$ cat config.mk
export PLATFORM = sky130hd
export DESIGN_NAME = distance_filter
export DESIGN_NICKNAME = d
export VERILOG_FILES = /design/src/rtl/distance_filter.sv
export SDC_FILE = /design/constraint.sdc
export NUM_CORES = 1
export LEC_CHECK = 0
export ABC_AREA = 1
export CAP_MARGIN = 10
export CORE_UTILIZATION = 28
export CTS_BUF_LIST = sky130_fd_sc_hd__clkbuf_4
export CTS_CLUSTER_SIZE = 8
export DETAILED_ROUTE_END_ITERATION = 6
export GPL_TIMING_DRIVEN = 0
export PLACE_DENSITY = 0.43
export SYNTH_ARGS = -nofsm -noshare
export SYNTH_HDL_FRONTEND = slang
export SYNTH_SLANG_ARGS = --single-unit
$ cat constraint.sdc
create_clock -name clk -period 7.45 [get_ports clk]
set_input_delay 0.745 -clock clk [delete_from_list [all_inputs] [get_ports clk]]
set_output_delay 0.745 -clock clk [all_outputs]
set_load 0.02 [all_outputs]
$ cat src/rtl/distance_filter.sv
// Moving-average filter for the ultrasonic distance word,
// with stale-data timeout and a hysteretic proximity flag.
module distance_filter #(
  parameter int AVG_LOG2 = 2,
  parameter int SETTLE   = 4,
  parameter int TIMEOUT  = 1_000_000,
  parameter int NEAR_ON  = 12,
  parameter int NEAR_OFF = 18
) (
  input  logic       clk,
  input  logic       reset,
  input  logic       pwm_in,
  input  logic [7:0] distance_in,
  output logic [7:0] distance_out,
  output logic       out_valid,
  output logic       stale,
  output logic       near
);

  localparam int N  = 1 << AVG_LOG2;
  localparam int SW = 8 + AVG_LOG2;
  localparam int CW = $clog2(SETTLE) + 1;
  localparam int TW = $clog2(TIMEOUT + 1);

  localparam logic [1:0] IDLE    = 2'd0;
  localparam logic [1:0] SETTLE_S = 2'd1;
  localparam logic [1:0] CAPTURE = 2'd2;
  localparam logic [1:0] UPDATE  = 2'd3;

  logic [1:0]          state;
  logic                sync1, sync2, sync2_d;
  logic                fall;
  logic [CW-1:0]       settle_cnt;
  logic [7:0]          mem [N];
  logic [AVG_LOG2-1:0] wptr;
  logic [SW-1:0]       sum;
  logic                primed;
  logic [TW-1:0]       stale_cnt;
  logic                near_q;
  logic [7:0]          avg;
  logic [SW-1:0]       sample_ext;

  assign fall       = ~sync2 & sync2_d;
  assign avg        = sum[SW-1:AVG_LOG2];
  assign sample_ext = {{AVG_LOG2{1'b0}}, distance_in};
  assign stale      = (stale_cnt == TW'(TIMEOUT));
  assign near       = near_q & ~stale;

  // Bring the asynchronous pwm line into the clock domain.
  always_ff @(posedge clk) begin
    if (!reset) begin
      sync1   <= 1'b0;
      sync2   <= 1'b0;
      sync2_d <= 1'b0;
    end else begin
      sync1   <= pwm_in;
      sync2   <= sync1;
      sync2_d <= sync2;
    end
  end

  // Sequencer: wait after a falling edge, capture, then publish.
  always_ff @(posedge clk) begin
    if (!reset) begin
      state      <= IDLE;
      settle_cnt <= '0;
    end else begin
      unique case (state)
        IDLE: begin
          if (fall) begin
            state      <= SETTLE_S;
            settle_cnt <= '0;
          end
        end
        SETTLE_S: begin
          settle_cnt <= settle_cnt + 1'b1;
          if (settle_cnt == CW'(SETTLE - 1)) state <= CAPTURE;
        end
        CAPTURE: state <= UPDATE;
        default: state <= IDLE;
      endcase
    end
  end

  // Circular sample buffer and running sum; first sample primes all taps.
  always_ff @(posedge clk) begin
    if (!reset) begin
      wptr   <= '0;
      sum    <= '0;
      primed <= 1'b0;
    end else if (state == CAPTURE) begin
      wptr <= wptr + 1'b1;
      if (!primed) begin
        for (int i = 0; i < N; i++) mem[i] <= distance_in;
        sum    <= sample_ext << AVG_LOG2;
        primed <= 1'b1;
      end else begin
        mem[wptr] <= distance_in;
        sum       <= sum + sample_ext - {{AVG_LOG2{1'b0}}, mem[wptr]};
      end
    end
  end

  // Publish the average and refresh the proximity flag.
  always_ff @(posedge clk) begin
    if (!reset) begin
      distance_out <= '0;
      out_valid    <= 1'b0;
      near_q       <= 1'b0;
    end else begin
      out_valid <= 1'b0;
      if (state == UPDATE) begin
        distance_out <= avg;
        out_valid    <= 1'b1;
        if (avg <= 8'(NEAR_ON))     near_q <= 1'b1;
        else if (avg > 8'(NEAR_OFF)) near_q <= 1'b0;
      end else if (stale) begin
        near_q <= 1'b0;
      end
    end
  end

  // Age of the last published sample, saturating at the timeout.
  always_ff @(posedge clk) begin
    if (!reset) begin
      stale_cnt <= TW'(TIMEOUT);
    end else if (state == UPDATE) begin
      stale_cnt <= '0;
    end else if (!stale) begin
      stale_cnt <= stale_cnt + 1'b1;
    end
  end

endmodule

# Word-level counts from Yosys, hierarchy flattened
# Memory sizes are Yosys's and may differ from the RTL's. A register that Yosys moved wholly into a read port is not among the register bits.
# Cells that the tools add are included.
# word_totals
register_bits	51
input_bits	11
ramBits	32
word_cells	69
output_inout_bits	11
n_memories	1
# classes
magnitude_cmp	2
add_sub_neg	5
reduce_logical	8
eq_ne	9
muxes	26
bitwise_logic	5
# mem_list
name	depth	word_bits	rd	rd_ports_with_merged_regs	write_ports	line_no	source
mem	4	8	1	1	4	34	logic [7:0] mem [N];
# ops
cell	n
2-to-1 mux 20 bit	2
adder 20 x 1 -> 20 bit (second input constant)	1
== test 20 bit (second input constant)	1
2-to-1 mux 1 bit	14
adder 10 x 8 -> 10 bit	1
2-to-1 mux 10 bit	1
2-to-1 mux 2 bit	5
subtractor 10 x 8 -> 10 bit	1
> comparator 8 x 5 -> 1 bit (second input constant)	1
<= comparator 8 x 4 -> 1 bit (second input constant)	1
2-to-1 mux 8 bit	1
OR reduction 8 bit	1
one-hot mux 2 bit (3 select lines)	1
one-hot mux 3 bit (2 select lines)	1
AND reduction 2 bit	3
== test 2 bit (second input constant)	2
!= test 2 bit (second input constant)	2
nonzero test 2 bit	2
adder 3 x 1 -> 3 bit (second input constant)	1
== test 3 x 2 -> 1 bit (second input constant)	1
2-to-1 mux 3 bit	1
!= test 3 x 1 -> 1 bit (second input constant)	1
NOT 1 bit	3
adder 2 x 1 -> 2 bit (second input constant)	1
5 further kinds	6

# Depth between registers and ports, before layout
# Gate-level depths: netlist of run 1.
# logic_depth
depth_word	6
mapped_depth	16
depth_no_buf	15

# Least setup slack after synthesis of run 1
# No wires, ideal clock.
# synth_timing
kind	input port to flip-flop
from	input port reset
to	memory mem[3][0] (enable)
setup_slack_ns	4.984
cell_stages	6
path_buffers	1
required_time_ns	7.055
setup_ns	0.395
t_arrival_ns	2.072
path_cell_list	buf_2 > inv_2 > nor2_1 > inv_1 > nor2_1 > nor4_1
# synth_lines
element	line_no	source
start: declaration	11	input logic reset,
end: declaration	34	

# Worst setup path after layout of run 1
# layout_timing
from	register stale_cnt[0]
to	output port near
# layout_via
elab_chain_len	3
# layout_lines
element	line_no	source
start: declaration	38	logic [TW-1:0] stale_cnt;
start signal: assignment	126	stale_cnt <= TW'(TIMEOUT);
start signal: assignment	130	stale_cnt <= stale_cnt + 1'b1;
== test 20 bit	46	assign stale = (stale_cnt == TW'(TIMEOUT));
NOT 1 bit	47	assign near = near_q & ~stale;
AND 1 bit	47	
end: declaration	17	output logic near
# Every way passes these cells.

==> impl_metrics.toml, run 1 <==
[logic_synthesis]
syn_area_sq_um = 4240
synth.distinct_cells = 37
synth-seq-cells = 85
ys_warn_count = 0
ys_seq_area_frac = 0.476
synthesis.nets = 537
avgSynthCellArea_sq_um = 8.51
netlist_instances = 499

[global_route]
grt_max_degree = 14
gr-total-overflow = 0
grt_usage = 0.136
antenna_found_initial = 1
grt_pass1_vias = 3349
grt_pass1_wl_microns = 16400

[sta]
setup_ws_ns = 4.26
relSlewSlack = 0.575
fmax_mhz = 313
fin_skew_ns = 0.0136
period_needed_ns = 3.19
grt_setup_unrepaired = "false"
finalMaxSlewViolations = 0
hold_viol_final = 0
tightest_slew_ns = 0.631
setup_viol = 0
period_share = 0.428
tns_ns = 0

[clock_tree]
clk_pin_slew_ns = 0.14
clock_latency_ns = 0.48
clockRootBuffer = "clkbuf_4"
hold_buffers = 0
cts_resized = 0
cts_tree = "built"
post_cts_buffers = 0
cts_buffer_depth = 2
cts.sinks = 85
htree_num_levels = 3
cts_buffers = 9

[layout]
layout-drive-gt1-share = 0.0781
final_util = 0.330
stdcell_area_sq_um = 4830
fillers = 1560
area_delta_synth_final_pct = 13.9
fin_nets = 571

[setup_path]
max_stage_delay_ns = 0.61
worst_ep_required_time_ns = 6.70
arrival_ns = 2.45
start_kind = "register"
crit_slowest_cell = "clkdlybuf4s50_1"
endpoint_kind = "output pin"
crit_type = "reg -> out"
reg2reg_depth = 14
crit_chain = "inv_1 -> ha_1 -> nand3_1 -> nor2_1 -> nand2_1 -> inv_2 -> nor2_2 -> clkdlybuf4s50_1"
worstPathMaxFanout = 5

[detailed_routing]
via_per_inst = 4.58
remaining_drc_errors = 0
dr.pass1.iters = 6
via_count = 3313
ant_nets = 0
finalWirelength_microns = 9760
dr.first_iter.drc_count = 174
post_drt_wl_per_cell_microns = 13.5

[flow_run]
maxCapViolations = 0

[power_and_ir_drop]
powerDensity_nw_per_um2 = 288
ir_drop_mv = 0.0750
p_leak_nw = 1.95

[placed_design]
port-buffer-count = 20
place_ws_ns = 4.15
hpwl_microns = 7260
place_congestion = 0.814
placed_area_sq_um = 4690

[die]
core_area_sq_um = 14600
initial_utilization = 0.290
num_rows = 44
die_w_microns = 125
ioPinCount = 22
die_h_microns = 125
die_area_sq_um = 15700

[hold_path]
holdPathStages = 2
hp-class = "reg -> reg"

[status]
run_status = "finished clean"
-- cells by family after synthesis --
group	Yosys count	share of synthesized area
XOR/XNOR	4	0.00825
AND/OR/NAND/NOR	187	0.203
buffers and inverters	92	0.0837
adder cells (fa/ha/maj)	27	0.0937
flip-flops	85	0.476
AO/OA/AOI/OAI	104	0.135
-- critical path, delay by kind of cell (launching register included) --
family,cells,cell delay [ns]
adder cells (fa/ha/maj),1,0.23
buffers and inverters,3,0.83
flip-flops,1,0.49
AND/OR/NAND/NOR,4,0.42
-- report_power, final --
part           total [mW]  internal [mW]  switching [mW]
logic               0.551          0.198           0.352
clock network       0.266          0.102           0.164
registers           0.575          0.541          0.0342
total                1.39          0.841           0.551
-- per-layer routing --
| metal | part of all wire | global-route usage | vias to the layer above |
|---|---|---|---|
| li1 | - | - | 1726 |
| met1 | 0.53 | 0.184 | 1532 |
| met2 | 0.43 | 0.207 | 44 |
| met3 | 0.027 | 0.0321 | 11 |
| met4 | 0.021 | 0.0588 | 0 |
| met5 | 0 | 0 | - |
-- worst paths after layout --
kind	startpoint	end	slack, ns
hold / removal	sync1	sync2	0.44
setup reg to reg	register	sum[9]	4.43
hold reg to reg	sync1	sync2	0.44
setup / recovery	stale_cnt[0]	near	4.26
-- registers in the layout, indices dropped and copies added, names as in the netlist, named ones only --
signal        flops
settle_cnt        3
out_valid         1
distance_out      8
state             2
sync1             1
wptr              2
sum              10
sync2_d           1
near_q            1
mem              32
primed            1
stale_cnt        20
sync2             1
-- Yosys cell counts --
library cell / n / area share
nor3_1: 6 / 0.0071
dfxtp_1: 53 / 0.25
nand2_2: 4 / 0.0059
o21ai_1: 5 / 0.0059
a21oi_2: 1 / 0.0021
nor2_2: 2 / 0.0029
nand4_2: 1 / 0.0029
ha_1: 19 / 0.056
nor2_1: 46 / 0.041
o31ai_1: 1 / 0.0018
inv_2: 3 / 0.0027
nor4_2: 1 / 0.0029
clkbuf_1: 3 / 0.0027
a21oi_1: 29 / 0.034
xor2_1: 4 / 0.0083
buf_2: 2 / 0.0024
a32o_1: 2 / 0.0047
o21ai_0: 43 / 0.051
o21a_1: 1 / 0.0018
o21bai_1: 1 / 0.0018
buf_4: 2 / 0.0035
fa_1: 8 / 0.038
nor4_1: 1 / 0.0015
nand2_1: 85 / 0.075
o22ai_1: 13 / 0.019
a31oi_1: 5 / 0.0074
nand3b_1: 3 / 0.0053
nand2_4: 1 / 0.0027
buf_1: 1 / 0.00088
nand4_1: 5 / 0.0074
nor3_2: 1 / 0.0024
nor2_4: 6 / 0.016
edfxtp_1: 32 / 0.23
a211oi_1: 3 / 0.0053
or2_4: 1 / 0.0021
nand3_1: 24 / 0.028
inv_1: 81 / 0.072
-- cell type report --
class | instances | area (sq um) | share of cell area
plain buffers | 8 | 40.0 | 0.00829
flip-flops and latches | 85 | 2020 | 0.418
well taps | 184 | 230 | 0.0476
inverters | 84 | 315 | 0.0653
clock inverters | 6 | 53.8 | 0.0111
repair buffers | 23 | 220 | 0.0456
diodes | 1 | 2.50 | 0.000518
clock buffers | 10 | 75.1 | 0.0155
multi-input cells | 322 | 1870 | 0.388
-- per-stage QoR --
stage / hold slack (ns) / instances / power (mW)
after global placement: 0.413 / 703 / 1.13
after global routing: 0.459 / 723 / 1.52
after detailed placement: 0.412 / 705 / 1.13
final: 0.436 / 723 / 1.39
after CTS: 0.441 / 721 / 1.41
after floorplan: 0.390 / 499 / 0.989
-- cells in the final DEF, fill, tap and decap left out, types with 2 or more instances in the layout --
| master | Yosys | final |
|---|---|---|
| a31oi_1 | 5 | 5 |
| buf_4 | 2 | 3 |
| clkinv_1 | 0 | 3 |
| nand2_1 | 85 | 85 |
| clkbuf_4 | 0 | 11 |
| nand4_1 | 5 | 5 |
| o22ai_1 | 13 | 13 |
| a211oi_1 | 3 | 3 |
| inv_1 | 81 | 81 |
| nand3b_1 | 3 | 3 |
| nor4_2 | 1 | 2 |
| clkdlybuf4s50_1 | 0 | 20 |
| fa_1 | 8 | 8 |
| edfxtp_1 | 32 | 32 |
| a21oi_1 | 29 | 29 |
| buf_2 | 2 | 3 |
| dfxtp_1 | 53 | 53 |
| nor2_1 | 46 | 46 |
| ha_1 | 19 | 19 |
| o21ai_1 | 5 | 5 |
| nor3_1 | 6 | 6 |
| clkbuf_1 | 3 | 3 |
| nor2_4 | 6 | 6 |
| nand3_1 | 24 | 24 |
| nand2_2 | 4 | 4 |
| nor2_2 | 2 | 2 |
| inv_2 | 3 | 3 |
| a32o_1 | 2 | 2 |
| xor2_1 | 4 | 4 |
| o21ai_0 | 43 | 43 |
Note: power is estimated with default switching activity, not from simulation.
==> inputs of run 2 (changes only) <==
clock period = 3.2 ns   (was 7.45 ns; I/O delays follow)
==> run 2 against run 1 <==
  * Utilization about the same
  * Final cell count unchanged
  * Clock-buffer cell count unchanged
  * Setup slack worse by 3.9 ns
  * Cell area up 0.13%
  * Power up 130%
  * Sequential power up 130%
  * Global-route usage unchanged
  * Critical path type is now reg -> reg
==> impl_metrics.toml, run 2 (synthesis results as in run 1) <==
[sta]
tightest_slew_ns = 0.627
relSlewSlack = 0.578
finalMaxSlewViolations = 0
tns_ns = 0
period_share = 0.888
setup_viol = 0
grt_setup_unrepaired = "false"
fin_skew_ns = 0.0138
period_needed_ns = 2.84
hold_viol_final = 0
fmax_mhz = 352

[layout]
layout-drive-gt1-share = 0.0836
area_delta_synth_final_pct = 14.0
final_cell_count_no_fill = 723
final_common_cell = "nand2_1"
final_cell_mix = "85 x nand2_1, 81 x inv_1, 52 x dfxtp_1, 46 x nor2_1, 43 x o21ai_0"
largest_reg_flops = 32
largest-register = "mem"
reg_top3 = "mem x32, stale_cnt x20, sum x10"
fin_nets = 571
stdcell_area_sq_um = 4840
final_util = 0.330

[global_route]
grt.met2_usage = 0.207
grt_util_met1 = 0.184
antenna_found_initial = 1
grtUsageMet3 = 0.0321
grt_pass1_wl_microns = 16400
gr-total-overflow = 0
grt_usage = 0.136
grt_pass1_vias = 3349
grt.busiest_layer = "met2"
grt_max_degree = 14

[power_and_ir_drop]
ir_drop_mv = 0.173
p_total_mw = 3.24
powerDensity_nw_per_um2 = 670
p_leak_nw = 1.96

[detailed_routing]
via_per_inst = 4.59
dr.pass1.iters = 6
via_count = 3317
post_drt_wl_per_cell_microns = 13.5
remaining_drc_errors = 0
ant_nets = 0
dr.first_iter.drc_count = 171
finalWirelength_microns = 9730

[clock_tree]
cts_buffers = 9
cts_buffer_depth = 2
clock_latency_ns = 0.47
htree_num_levels = 3
post_cts_buffers = 0
clockRootBuffer = "clkbuf_4"
clk_pin_slew_ns = 0.13
cts.sinks = 85
cts_tree = "built"

[die]
initial_utilization = 0.290
die_w_microns = 125
num_rows = 44
die_area_sq_um = 15700
die_h_microns = 125
ioPinCount = 22
core_area_sq_um = 14600

[setup_path]
crit_family = "compound AO/OA/AOI/OAI gates"
crit_chain = "clkbuf_1 -> o21ai_0 -> o22ai_1 -> fa_1 -> inv_1 -> ha_1 -> nand2_1 -> nand2_1 -> a21oi_1 -> nand3_1 -> nand2_1 -> nand3_1 -> a21oi_1"
crit_top_cell = "nand2_1"
crit_slowest_cell = "fa_1"
max_stage_delay_ns = 0.47
critPathBufInv = 2
crit_type = "reg -> reg"
arrival_ns = 3.25
start_kind = "register"
worstPathMaxFanout = 10
endpoint_kind = "register"
worst_ep_required_time_ns = 3.61

[placed_design]
port-buffer-count = 20
placed_area_sq_um = 4690
hpwl_microns = 7260
dp_cells = 705
place_congestion = 0.814

[flow_run]
maxCapViolations = 0

[status]
run_status = "finished clean"

[hold_path]
hp-class = "in -> reg"
## run 2: cell types whose count changed in the layout (fill, tap and decap cells not counted)
cell	before	now
dfxtp_1	53	52
clkbuf_2	0	1
dfxtp_2	0	1
a21oi_2	1	2
a21oi_1	29	28
clkbuf_1	3	2
## run 2: repair_timing
| item | in CTS | in global routing |
|---|---|---|
| hold buffers | 0 | 0 |
| endpoints found under the setup margin | 0 | 4 |
| gates resized for setup | 0 | 4 |
## run 2: report_power, final
group	switching (mW)	internal [mW]
clock network	0.377	0.238
registers	0.0796	1.26
logic	0.823	0.466
## run 2: worst paths after layout
| check | start | end | slack (ns) | cells past startpoint |
|---|---|---|---|---|
| min | reset | state[1] | 0.21 | 3 |
| max | register | sum[9] | 0.36 | 13 |
| min reg2reg | sync1 | sync2 | 0.44 | 2 |
| max reg2reg | register | sum[9] | 0.36 | 13 |
## run 2: metrics by stage
stage	setup slack, ns	hold WS, ns
finish	0.358	0.208
global route	0.0791	0.164
CTS	0.140	0.149
detailed placement	0.174	0.412
global placement	0.100	0.413
floorplan	0.746	0.390
## run 2: cell type report
cell class,instances,area [sq um]
antenna,1,2.50
buffer,8,41.3
clock buffer,10,75.1
clock inverter,6,53.8
fill,1558,9810
inverter,84,315
multi-input combinational,322,1880
sequential,85,2020
tap,184,230
timing repair buffer,23,220
## run 2: layer usage
metal / vias up / wire (microns)
met5: - / 0
met4: 0 / 204
met2: 43 / 4160
li1: 1722 / -
met3: 12 / 249
met1: 1540 / 5120
## run 2: tightest hold or removal path, delay by kind of cell
kind,cells,cell delay [ns]
buf+inv,1,0.17
compound gates,2,0.14
